===== config.mk =====
export PLATFORM = sky130hd
export DESIGN_NAME = reg_dump_streamer
export DESIGN_NICKNAME = d
export VERILOG_FILES = /design/src/rtl/reg_dump_streamer.sv
export SDC_FILE = /design/constraint.sdc
export NUM_CORES = 1
export LEC_CHECK = 0
export ABC_AREA = 1
export CAP_MARGIN = 20
export CELL_PAD_IN_SITES_DETAIL_PLACEMENT = 0
export CELL_PAD_IN_SITES_GLOBAL_PLACEMENT = 1
export CORE_MARGIN = 5
export CORE_UTILIZATION = 36
export DETAILED_ROUTE_END_ITERATION = 7
export GPL_TIMING_DRIVEN = 0
export HOLD_SLACK_MARGIN = 0.02
export PLACE_DENSITY = 0.87
export SYNTH_ARGS = -nofsm -noshare
export SYNTH_HDL_FRONTEND = slang
export SYNTH_SLANG_ARGS = --single-unit
export TNS_END_PERCENT = 1

===== constraint.sdc =====
create_clock -name clk -period 4.1 [get_ports clk]
set_input_delay 1.025 -clock clk [delete_from_list [all_inputs] [get_ports clk]]
set_output_delay 1.025 -clock clk [all_outputs]
set_load 0.02 [all_outputs]

===== src/rtl/reg_dump_streamer.sv =====
// Streams the architectural register file out as indexed records once per reset, after halt or a cycle limit.
// Define REG_DUMP_CHECKSUM_EN to append a running-sum record (index 32) after the last register.
module reg_dump_streamer #(
    parameter int NUM_REGS    = 32,
    parameter int CYCLE_LIMIT = 400
) (
    input  logic        clk,
    input  logic        reset,
    input  logic        halt_i,
    output logic [4:0]  rf_raddr_o,
    input  logic [31:0] rf_rdata_i,
    output logic        out_valid,
    input  logic        out_ready,
    output logic [5:0]  out_idx,
    output logic [31:0] out_data,
    output logic        out_last,
    output logic        busy_o,
    output logic        done_o,
    output logic [31:0] cycle_cnt_o
);

    typedef enum logic [2:0] {
        IDLE,
        READ,
        WAIT,
        SEND,
        DONE
    } state_t;

    localparam logic [5:0]  LAST_IDX     = 6'(NUM_REGS - 1);
    localparam logic [5:0]  CHECKSUM_IDX = 6'd32;
    localparam logic [31:0] LIMIT_M1     = (CYCLE_LIMIT == 0) ? 32'd0 : 32'(CYCLE_LIMIT - 1);

    state_t      r_state;
    state_t      w_nextState;
    logic [5:0]  r_idx;
    logic [31:0] r_cycleCnt;
    logic [5:0]  r_outIdx;
    logic [31:0] r_outData;
    logic        r_outLast;
`ifdef REG_DUMP_CHECKSUM_EN
    logic [31:0] r_sum;
`endif

    logic        w_trigger;
    logic        w_handshake;
    logic        w_isLastReg;
    logic [31:0] w_regData;

    assign w_trigger   = halt_i || ((CYCLE_LIMIT != 0) && (r_cycleCnt == LIMIT_M1));
    assign w_handshake = (r_state == SEND) && out_ready;
    assign w_isLastReg = (r_idx == LAST_IDX);
    // x0 is hardwired zero architecturally, whatever the storage holds
    assign w_regData   = (r_idx == 6'd0) ? 32'd0 : rf_rdata_i;

    always_comb begin
        w_nextState = r_state;
        unique case (r_state)
            IDLE: if (w_trigger) w_nextState = READ;
            READ: w_nextState = WAIT;
            WAIT: w_nextState = SEND;
            SEND: begin
                if (w_handshake) begin
                    if (r_outLast) begin
                        w_nextState = DONE;
                    end else begin
`ifdef REG_DUMP_CHECKSUM_EN
                        // the checksum record needs no regfile read, so stay in SEND
                        w_nextState = w_isLastReg ? SEND : READ;
`else
                        w_nextState = READ;
`endif
                    end
                end
            end
            DONE: w_nextState = DONE;
            default: w_nextState = IDLE;
        endcase
    end

    always_ff @(posedge clk) begin
        if (reset) begin
            r_state    <= IDLE;
            r_idx      <= 6'd0;
            r_cycleCnt <= 32'd0;
            r_outIdx   <= 6'd0;
            r_outData  <= 32'd0;
            r_outLast  <= 1'b0;
`ifdef REG_DUMP_CHECKSUM_EN
            r_sum      <= 32'd0;
`endif
        end else begin
            r_state <= w_nextState;
            if ((r_state == IDLE) && (r_cycleCnt != 32'hFFFF_FFFF)) begin
                r_cycleCnt <= r_cycleCnt + 32'd1;
            end
            unique case (r_state)
                WAIT: begin
                    r_outIdx  <= r_idx;
                    r_outData <= w_regData;
`ifdef REG_DUMP_CHECKSUM_EN
                    r_outLast <= 1'b0;
                    r_sum     <= r_sum + w_regData;
`else
                    r_outLast <= w_isLastReg;
`endif
                end
                SEND: begin
                    if (w_handshake && !r_outLast) begin
`ifdef REG_DUMP_CHECKSUM_EN
                        if (w_isLastReg) begin
                            r_outIdx  <= CHECKSUM_IDX;
                            r_outData <= r_sum;
                            r_outLast <= 1'b1;
                        end else begin
                            r_idx <= r_idx + 6'd1;
                        end
`else
                        r_idx <= r_idx + 6'd1;
`endif
                    end
                end
                default: ;
            endcase
        end
    end

    assign rf_raddr_o  = r_idx[4:0];
    assign out_valid   = (r_state == SEND);
    assign out_idx     = r_outIdx;
    assign out_data    = r_outData;
    assign out_last    = r_outLast;
    assign busy_o      = (r_state == READ) || (r_state == WAIT) || (r_state == SEND);
    assign done_o      = (r_state == DONE);
    assign cycle_cnt_o = r_cycleCnt;

endmodule


==> flow_summary_export.csv <==
group,metric,value,unit
status,status,"completed",
global_route,grt_pass1_wl,21500,µm
timing,max_slew_margin,0.461,
power,vdd_drop_max,263,µV
power,leakagePower,2.06,nW
yosys,ys_ff_latch,80,
floorplan,dieHeight,118,µm
yosys,ys_types,31,
worst_setup_path,end_kind,"output pin",
clock_tree,htreeDepth,3,
yosys,yosysTopAreaCell,"dfxtp_1",
yosys,syn_inst,616,
floorplan,die_width,118,µm
worst_setup_path,critPathMaxStageDelay,600,ps
routing,vias,4331,
worst_setup_path,critPathBufInv,4,
yosys,ys_seq_area_frac,0.382,
cells_and_area,areaGrowthSynthToFinish,39.3,%
clock_tree,cts.clk_slew.worst_paths,60,ps
yosys,synthTopCellsByArea,"dfxtp_1, nand2_1, nor2_1, a21oi_1, o21ai_0",
timing,skew,6.38,ps
cells_and_area,layout-drive-gt1-share,0.107,
floorplan,initial_core_util,0.367,
placement,dpl.cell_count,873,
timing,maxSlewViolCount,0,
timing,max_freq,313,MHz
clock_tree,clock_sinks,80,
clock_tree,cts.hold.buffers_added,0,
routing,wl,12700,µm
routing,dr.pass1.iters,4,
placement,port_buffers,114,
cells_and_area,nFillCells,1158,
worst_setup_path,worstSetupStartpointType,"register",
cells_and_area,antennaDiodeCount,0,
power,power_density,373,nW/µm²
worst_setup_path,crit_arrival,2170,ps
clock_tree,postCtsSetupRepairBufs,0,
floorplan,coreArea,11400,µm²
global_route,grt_max_degree,16,
floorplan,io-pin-count,115,
worst_setup_path,path_common_cell,"nand2_1",
routing,routed_via_density,4.87,
worst_setup_path,cp_cell_sequence,"inv_2 > nand2_1 > nor2_1 > inv_1 > nand2_1 > inv_1 > nand2_1 > clkdlybuf4s50_1",
global_route,grt_pass1_vias,4347,
worst_setup_path,cp_max_fo,6,
placement,hpwl,9820,µm
routing,drc_errors,0,
yosys,syn_nets,655,
yosys,yosysWarningCount,0,
timing,setup_viol,0,
worst_setup_path,crit_slowest_cell,"clkdlybuf4s50_1",
global_route,grtUsageTotal,0.185,
cells_and_area,fin_cells,889,
placement,place_congestion,0.910,
timing,period_needed,3200,ps
clock_tree,clk_path_buf_depth,2,
hold_path,worstHoldPathType,"register to register",
clock_tree,cts_resized,0,
worst_setup_path,required,3070,ps
job,drv_cap,0,
worst_setup_path,worstSetupPathType,"register to output pin",
clock_tree,root_buffer,"clkbuf_16",
cells_and_area,finalNetCount,780,
timing,fin_tns_setup,0,ps
routing,ant_nets,0,
timing,rsz0062_at_grt,"false",
yosys,syn_area_per_cell,6.81,µm²
clock_tree,cts_buffers,9,
timing,finalCritPeriodShare,0.780,
timing,tightest_slew,808,ps
yosys,syn_area,4190,µm²
yosys,netlist.area_leader.share,0.382,
floorplan,dieArea,13900,µm²
global_route,globalRouteOverflowTotal,0,
cells_and_area,final_cell_mix,"nand2_1, clkdlybuf4s50_1, nor2_1",
cells_and_area,mostFrequentLayoutCell,"nand2_1",
timing,hold_viol_final,0,
clock_tree,clock_latency,340,ps
floorplan,rows,39,
clock_tree,cts_tree,"done",
routing,drtIter0Drc,231,
global_route,antenna_found_initial,0,
worst_setup_path,crit_family,"buffers and inverters",
routing,wl_per_cell,14.3,µm
-- worst paths after layout --
check | start | endpoint | slack (ps) | cells past startpoint
max | r_state[2]$_SDFFE_PP0P_ | busy_o | 900 | 8
min | out_idx[5]$_SDFFE_PP0P_ | out_idx[5]$_SDFFE_PP0P_ | 510 | 2
max reg2reg | cycle_cnt_o[0]$_SDFFE_PP0P_ | cycle_cnt_o[6]$_SDFFE_PP0P_ | 2050 | 11
min reg2reg | out_idx[5]$_SDFFE_PP0P_ | out_idx[5]$_SDFFE_PP0P_ | 510 | 2
-- Yosys cell counts, drive strengths merged --
cell	instances
xor2	12
ha	3
nand2	194
a31oi	1
nand4	10
nand3	21
o211ai	1
dfxtp	80
o22ai	1
a21oi	68
a211oi	1
clkbuf	17
xnor2	2
buf	12
nor2	93
nor3	7
inv	46
o21ai	47
-- layer usage --
| layer | up-vias | global-route usage | wire, µm |
|---|---|---|---|
| met4 | 0 | 0.0753 | 333 |
| li1 | 2217 | - | - |
| met3 | 21 | 0.0702 | 1050 |
| met2 | 123 | 0.294 | 5760 |
| met1 | 1970 | 0.226 | 5590 |
| met5 | - | 0 | 0 |
-- per-stage QoR --
| step | instance area [µm²] | setup slack (ps) | util | power, mW | hold WS, ps |
|---|---|---|---|---|---|
| floorplan | 4190 | 1980 | - | 1.11 | 464 |
| global route | 5840 | 774 | 0.512 | 2.28 | 546 |
| detailed placement | 5510 | 1160 | 0.483 | 1.31 | 491 |
| finish | 5840 | 901 | 0.512 | 2.18 | 506 |
| global placement | 5510 | 1230 | 0.483 | 1.30 | 482 |
| CTS | 5840 | 840 | 0.512 | 2.20 | 503 |
-- report_power, final --
part           switching, mW  internal (mW)
sequential            0.0331          0.830
clock                  0.351          0.541
combinational          0.242          0.182
-- sequential cells by signal, summed over array words and instances (netlist names) --
name,count
cycle_cnt_o,32
out_data,32
out_idx,6
r_idx,6
r_state,3
out_last,1
-- worst reg2reg max path: stages (launching register included) --
cell	delay, ps
dfxtp_1	410
ha_1	250
inv_1	100
nor2_4	220
nand2_2	160
nor2_8	150
nand2_4	80
nand2_2	80
buf_6	170
buf_12	150
nand2_1	70
a21oi_2	130
-- layout make-up --
type	instances	area (µm²)	share of cell area
Clock buffer	9	225	0.0386
Tap cell	143	179	0.0306
Inverter	46	173	0.0296
Buffer	29	170	0.0291
Multi-Input combinational cell	461	2250	0.385
Clock inverter	7	103	0.0176
Sequential cell	80	1600	0.274
Timing Repair Buffer	114	1140	0.195
-- cell families (layout without fill, tap and decap cells) --
kind of cell,Yosys count,after routing,synth area share
flip-flops,80,80,0.382
XOR/XNOR,14,14,0.0292
AND/OR/NAND/NOR,325,325,0.337
buffers and inverters,75,205,0.0817
AO/OA/AOI/OAI,119,119,0.162
adder cells (fa/ha/maj),3,3,0.00895
(Power assumes the default switching activity.)
==> variant 1 (same flow settings) <==
Re-encode `state_t` (5 states) as one-hot, 5 bits wide.
--- a/src/rtl/reg_dump_streamer.sv
+++ b/src/rtl/reg_dump_streamer.sv
@@ -21,8 +21,8 @@
 
-    typedef enum logic [2:0] {
-        IDLE,
-        READ,
-        WAIT,
-        SEND,
-        DONE
+    typedef enum logic [4:0] {
+        IDLE = 5'b00001,
+        READ = 5'b00010,
+        WAIT = 5'b00100,
+        SEND = 5'b01000,
+        DONE = 5'b10000
     } state_t;
Formal check against the unedited RTL: same outputs for any inputs over 10 cycles, from zero or initial values and one cycle with reset high; not proved beyond that.
==> variant 1 against the original RTL <==
- critical path depth down 2
- total power shrank 11%
- final area barely moved
- wire length fell by 1.4%
- combinational power is 35% lower
- area after synthesis rose by 0.39%
- cell count up 1.3%
- sequential cell count is 2 higher
- setup slack gained 0.077 ns
- sequential power fell by 3.9%
==> variant 1: results (changes against the original RTL) <==
most frequent cells after synthesis 230 x nand2_1, 82 x dfxtp_1, 77 x nor2_1 (was 171 x nand2_1, 85 x nor2_1, 80 x dfxtp_1); asr flop ratio synth 0% (unchanged); Sw Ratio 27.7% (was 28.7%); Syn Nets 667 (was 655); total track usage 17.9% (was 18.5%); share of cells above drive strength 1 8.97% (was 10.7%); post-synth top area share 39.0% (was 38.2%); skew final 0.00474 ns (was 0.00638 ns); CP peak stage delay 0.62 ns (was 0.60 ns); CTS max path bufs 2 (unchanged); largest area contributor in the synthesized netlist dfxtp_1 (unchanged); Power Density 334 mW/mm² (was 373 mW/mm²); sequential power 829 µW (was 863 µW); adder-cell share of the synthesized area 0.892% (was 0.895%); Power Clock 843 µW (was 892 µW); Routability Congestion 0.860 (was 0.910); crit-path max FO 9 (was 6); CP Data Arrival Time 2.10 ns (was 2.17 ns); Placed Area 0.00553 mm² (was 0.00551 mm²); Setup WS pre-CTS 1.12 ns (was 1.16 ns); vias in the first global route 4165 (was 4347); Cells after DPL 885 (was 873); worst reg2reg endpoint cycle_cnt_o[21] (was cycle_cnt_o[6]); Worst Tran Pin Value 0.740 ns (was 0.808 ns); dpl hpwl 9690 µm (was 9820 µm); Synth area leaders dfxtp_1 39%, nand2_1 21%, nor2_1 6.9% (was dfxtp_1 38%, nand2_1 15%, nor2_1 7.6%); leakage power 0.00211 µW (was 0.00206 µW); CP Launch Point r_state[0] (was r_state[2]); R2R Setup Slk 2.10 ns (was 2.05 ns); post-synthesis mux area share 0% (unchanged); Yosys cell types 33 (was 31); first-pass GRT wire length 20900 µm (was 21500 µm); # fillers 1142 (was 1158); final worst hold slack 0.466 ns (was 0.506 ns); clock root buffer clkbuf_16 (unchanged); DRT iter0 DRCs 206 (was 231); routed wire length 12600 µm (was 12700 µm); # nets final 792 (was 780); fraction of the yosys area taken by sequential cells 39.0% (was 38.2%); outcome finished clean (unchanged); peak supply drop 146 µV (was 263 µV); Hold EP out_data[20] (was out_idx[5]); largest net degree at the start of global routing 17 (was 16); PnR worst setup slack 0.978 ns (was 0.901 ns); routed via count 4333 (was 4331); antenna diode instance count 0 (unchanged); Worst Hold Launch out_data[20] (was out_idx[5]); vias per cell 4.81 (was 4.87); Synth Area in Compound Gates 12.0% (was 16.2%); Post-Syn Instances 628 (was 616)
variant 1: kinds of logic (layout without fill, tap and decap cells):
logic type	Yosys count	count (layout)
fa+ha+maj	3	3
compound gates	84	84
buf+inv	74	204
simple gates	372	372
xor+xnor	13	13
flops	82	82
variant 1: per-layer routing:
| metal | track usage [%] | routed length, µm | vias to the layer above |
|---|---|---|---|
| met1 | 23.2 | 5870 | 1960 |
| met5 | 0 | 0 | - |
| li1 | - | - | 2245 |
| met3 | 4.73 | 727 | 16 |
| met4 | 5.45 | 181 | 0 |
| met2 | 29.3 | 5790 | 112 |
variant 1: layout make-up:
cell class / instances / area [µm²] / area share (%)
Buffer: 24 / 148 / 2.53
Clock buffer: 9 / 225 / 3.86
Clock inverter: 7 / 83.8 / 1.44
Inverter: 50 / 190 / 3.26
Multi-Input combinational cell: 472 / 2230 / 38.2
Sequential cell: 82 / 1640 / 28.1
Tap cell: 143 / 179 / 3.06
Timing Repair Buffer: 114 / 1140 / 19.5
==> variant 2 (same flow settings) <==
Made on the original files. The parameter `CYCLE_LIMIT` goes from 400 to 300.
--- a/src/rtl/reg_dump_streamer.sv
+++ b/src/rtl/reg_dump_streamer.sv
@@ -4,3 +4,3 @@
     parameter int NUM_REGS    = 32,
-    parameter int CYCLE_LIMIT = 400
+    parameter int CYCLE_LIMIT = 300
 ) (
Check against the original RTL: same outputs for any inputs over 10 cycles, from zero or initial values and one cycle with reset high; that may be too few to reach the edited logic, so the function may still have changed.
==> variant 2 against the original RTL <==
- synthesized cell count is 0.32% lower
- setup slack improved by 0.032 ns
- global-route usage is 0.62 points lower
- first-iteration DRC count shrank 15%
- total power is 0.11% higher
- wire length decreased by 3.7%
- cell count is 0.22% lower
- final area about the same
- sequential cell count unchanged
- area after synthesis is 0.15% higher
==> variant 2: results (changes against the original RTL) <==
outcome finished clean (unchanged); asr flop ratio synth 0% (unchanged); vias in the first global route 4377 (was 4347); clock root buffer clkbuf_16 (unchanged); peak supply drop 264 µV (was 263 µV); share of cells above drive strength 1 10.6% (was 10.7%); dpl hpwl 9610 µm (was 9820 µm); Flop pwr share 39.5% (was 39.6%); largest net degree at the start of global routing 16 (unchanged); drt wl/cell 13.8 µm (was 14.3 µm); fraction of the yosys area taken by sequential cells 38.1% (was 38.2%); Synth Warn # 0 (unchanged); CTS max path bufs 2 (unchanged); Hold Path Depth 2 (unchanged); routed via count 4321 (was 4331); metal2 WL 5570 µm (was 5760 µm); Pint 1560 µW (was 1550 µW); first-pass GRT wire length 21100 µm (was 21500 µm); Pre-antenna DRT Iters 5 (was 4); Net Switching 622 µW (was 626 µW); worst reg-to-reg path cell count 11 (unchanged); Yosys cell types 29 (was 31); CP Data Arrival Time 2.14 ns (was 2.17 ns); skew final 0.00590 ns (was 0.00638 ns); most frequent cells after synthesis 172 x nand2_1, 81 x nor2_1, 80 x dfxtp_1 (was 171 x nand2_1, 85 x nor2_1, 80 x dfxtp_1); number of hold buffers added after cts 0 (unchanged); R2R Setup Slk 2.01 ns (was 2.05 ns); worst reg2reg endpoint cycle_cnt_o[30] (was cycle_cnt_o[6]); Setup WS pre-CTS 1.26 ns (was 1.16 ns); crit path launch type flop (unchanged); # nets final 778 (was 780); fin crit period 3.17 ns (was 3.20 ns); slew margin rel. 47.7% (was 46.1%); metal3 WL 1300 µm (was 1050 µm); initial antenna violation count 0 (unchanged); clk_lat worst skew 0.34 ns (about the same); PostCTS Resize Cnt 0 (unchanged); launch point of the worst reg-to-reg path cycle_cnt_o[0] (unchanged); Syn Nets 653 (was 655); worst hold path type reg2reg (unchanged); clock share of power 40.7% (was 40.9%); DRT iter0 DRCs 196 (was 231); M1 WL 5220 µm (was 5590 µm); leakage power 0.00210 µW (was 0.00206 µW); Synth area leaders dfxtp_1 38%, nand2_1 15%, nor2_1 7.2% (was dfxtp_1 38%, nand2_1 15%, nor2_1 7.6%); port buffer count 114 (unchanged); total track usage 17.9% (was 18.5%); H-tree depth 3 (unchanged); Routability Congestion 0.918 (was 0.910)
variant 2: per-stage QoR:
step / util, % / area [µm²] / hold WS [ns] / cells
after floorplan: - / 4200 / 0.464 / 614
after global placement: 48.3 / 5520 / 0.479 / 871
after detailed placement: 48.3 / 5520 / 0.487 / 871
after CTS: 51.2 / 5850 / 0.499 / 887
after global routing: 51.2 / 5850 / 0.551 / 887
final: 51.2 / 5850 / 0.505 / 887
variant 2: metal layers:
layer | vias to the layer above | GRT usage (%)
li1 | 2212 | -
met1 | 1943 | 21.2
met2 | 153 | 29.3
met3 | 13 | 8.51
met4 | 0 | 4.37
met5 | - | 0
variant 2: cell type report:
class | count | area (µm²)
fillers | 1182 | 5570
multi-input cells | 458 | 2230
flip-flops and latches | 80 | 1600
repair buffers | 114 | 1140
clock buffers | 9 | 225
plain buffers | 30 | 191
well taps | 143 | 179
inverters | 46 | 173
clock inverters | 7 | 101
variant 2: logic make-up (layout without fill, tap and decap cells):
kind of cell	Yosys count	in the layout	share of synthesized area, %
AO/OA/AOI/OAI	119	119	16.1
XOR/XNOR	14	14	2.92
adder cells (fa/ha/maj)	3	3	0.894
buffers and inverters	76	206	8.67
flip-flops	80	80	38.1
AND/OR/NAND/NOR	322	322	33.3
variant 2: how the worst max path moves through the flow:
stage / depth (start not counted) / to
2_1_floorplan: 5 / busy_o
3_3_place_gp: 8 / busy_o
3_5_place_dp: 7 / r_idx[4]
4_1_cts: 8 / busy_o
5_1_grt: 8 / busy_o
6_report: 8 / busy_o
variant 2: critical path, stage by stage, from the launching register on:
cell and delay, ns:
dfxtp_1 0.33, inv_1 0.09, nand2_1 0.11, nor2_1 0.38
inv_1 0.11, nand2_1 0.08, inv_1 0.05, nand2_1 0.06
clkdlybuf4s50_1 0.60
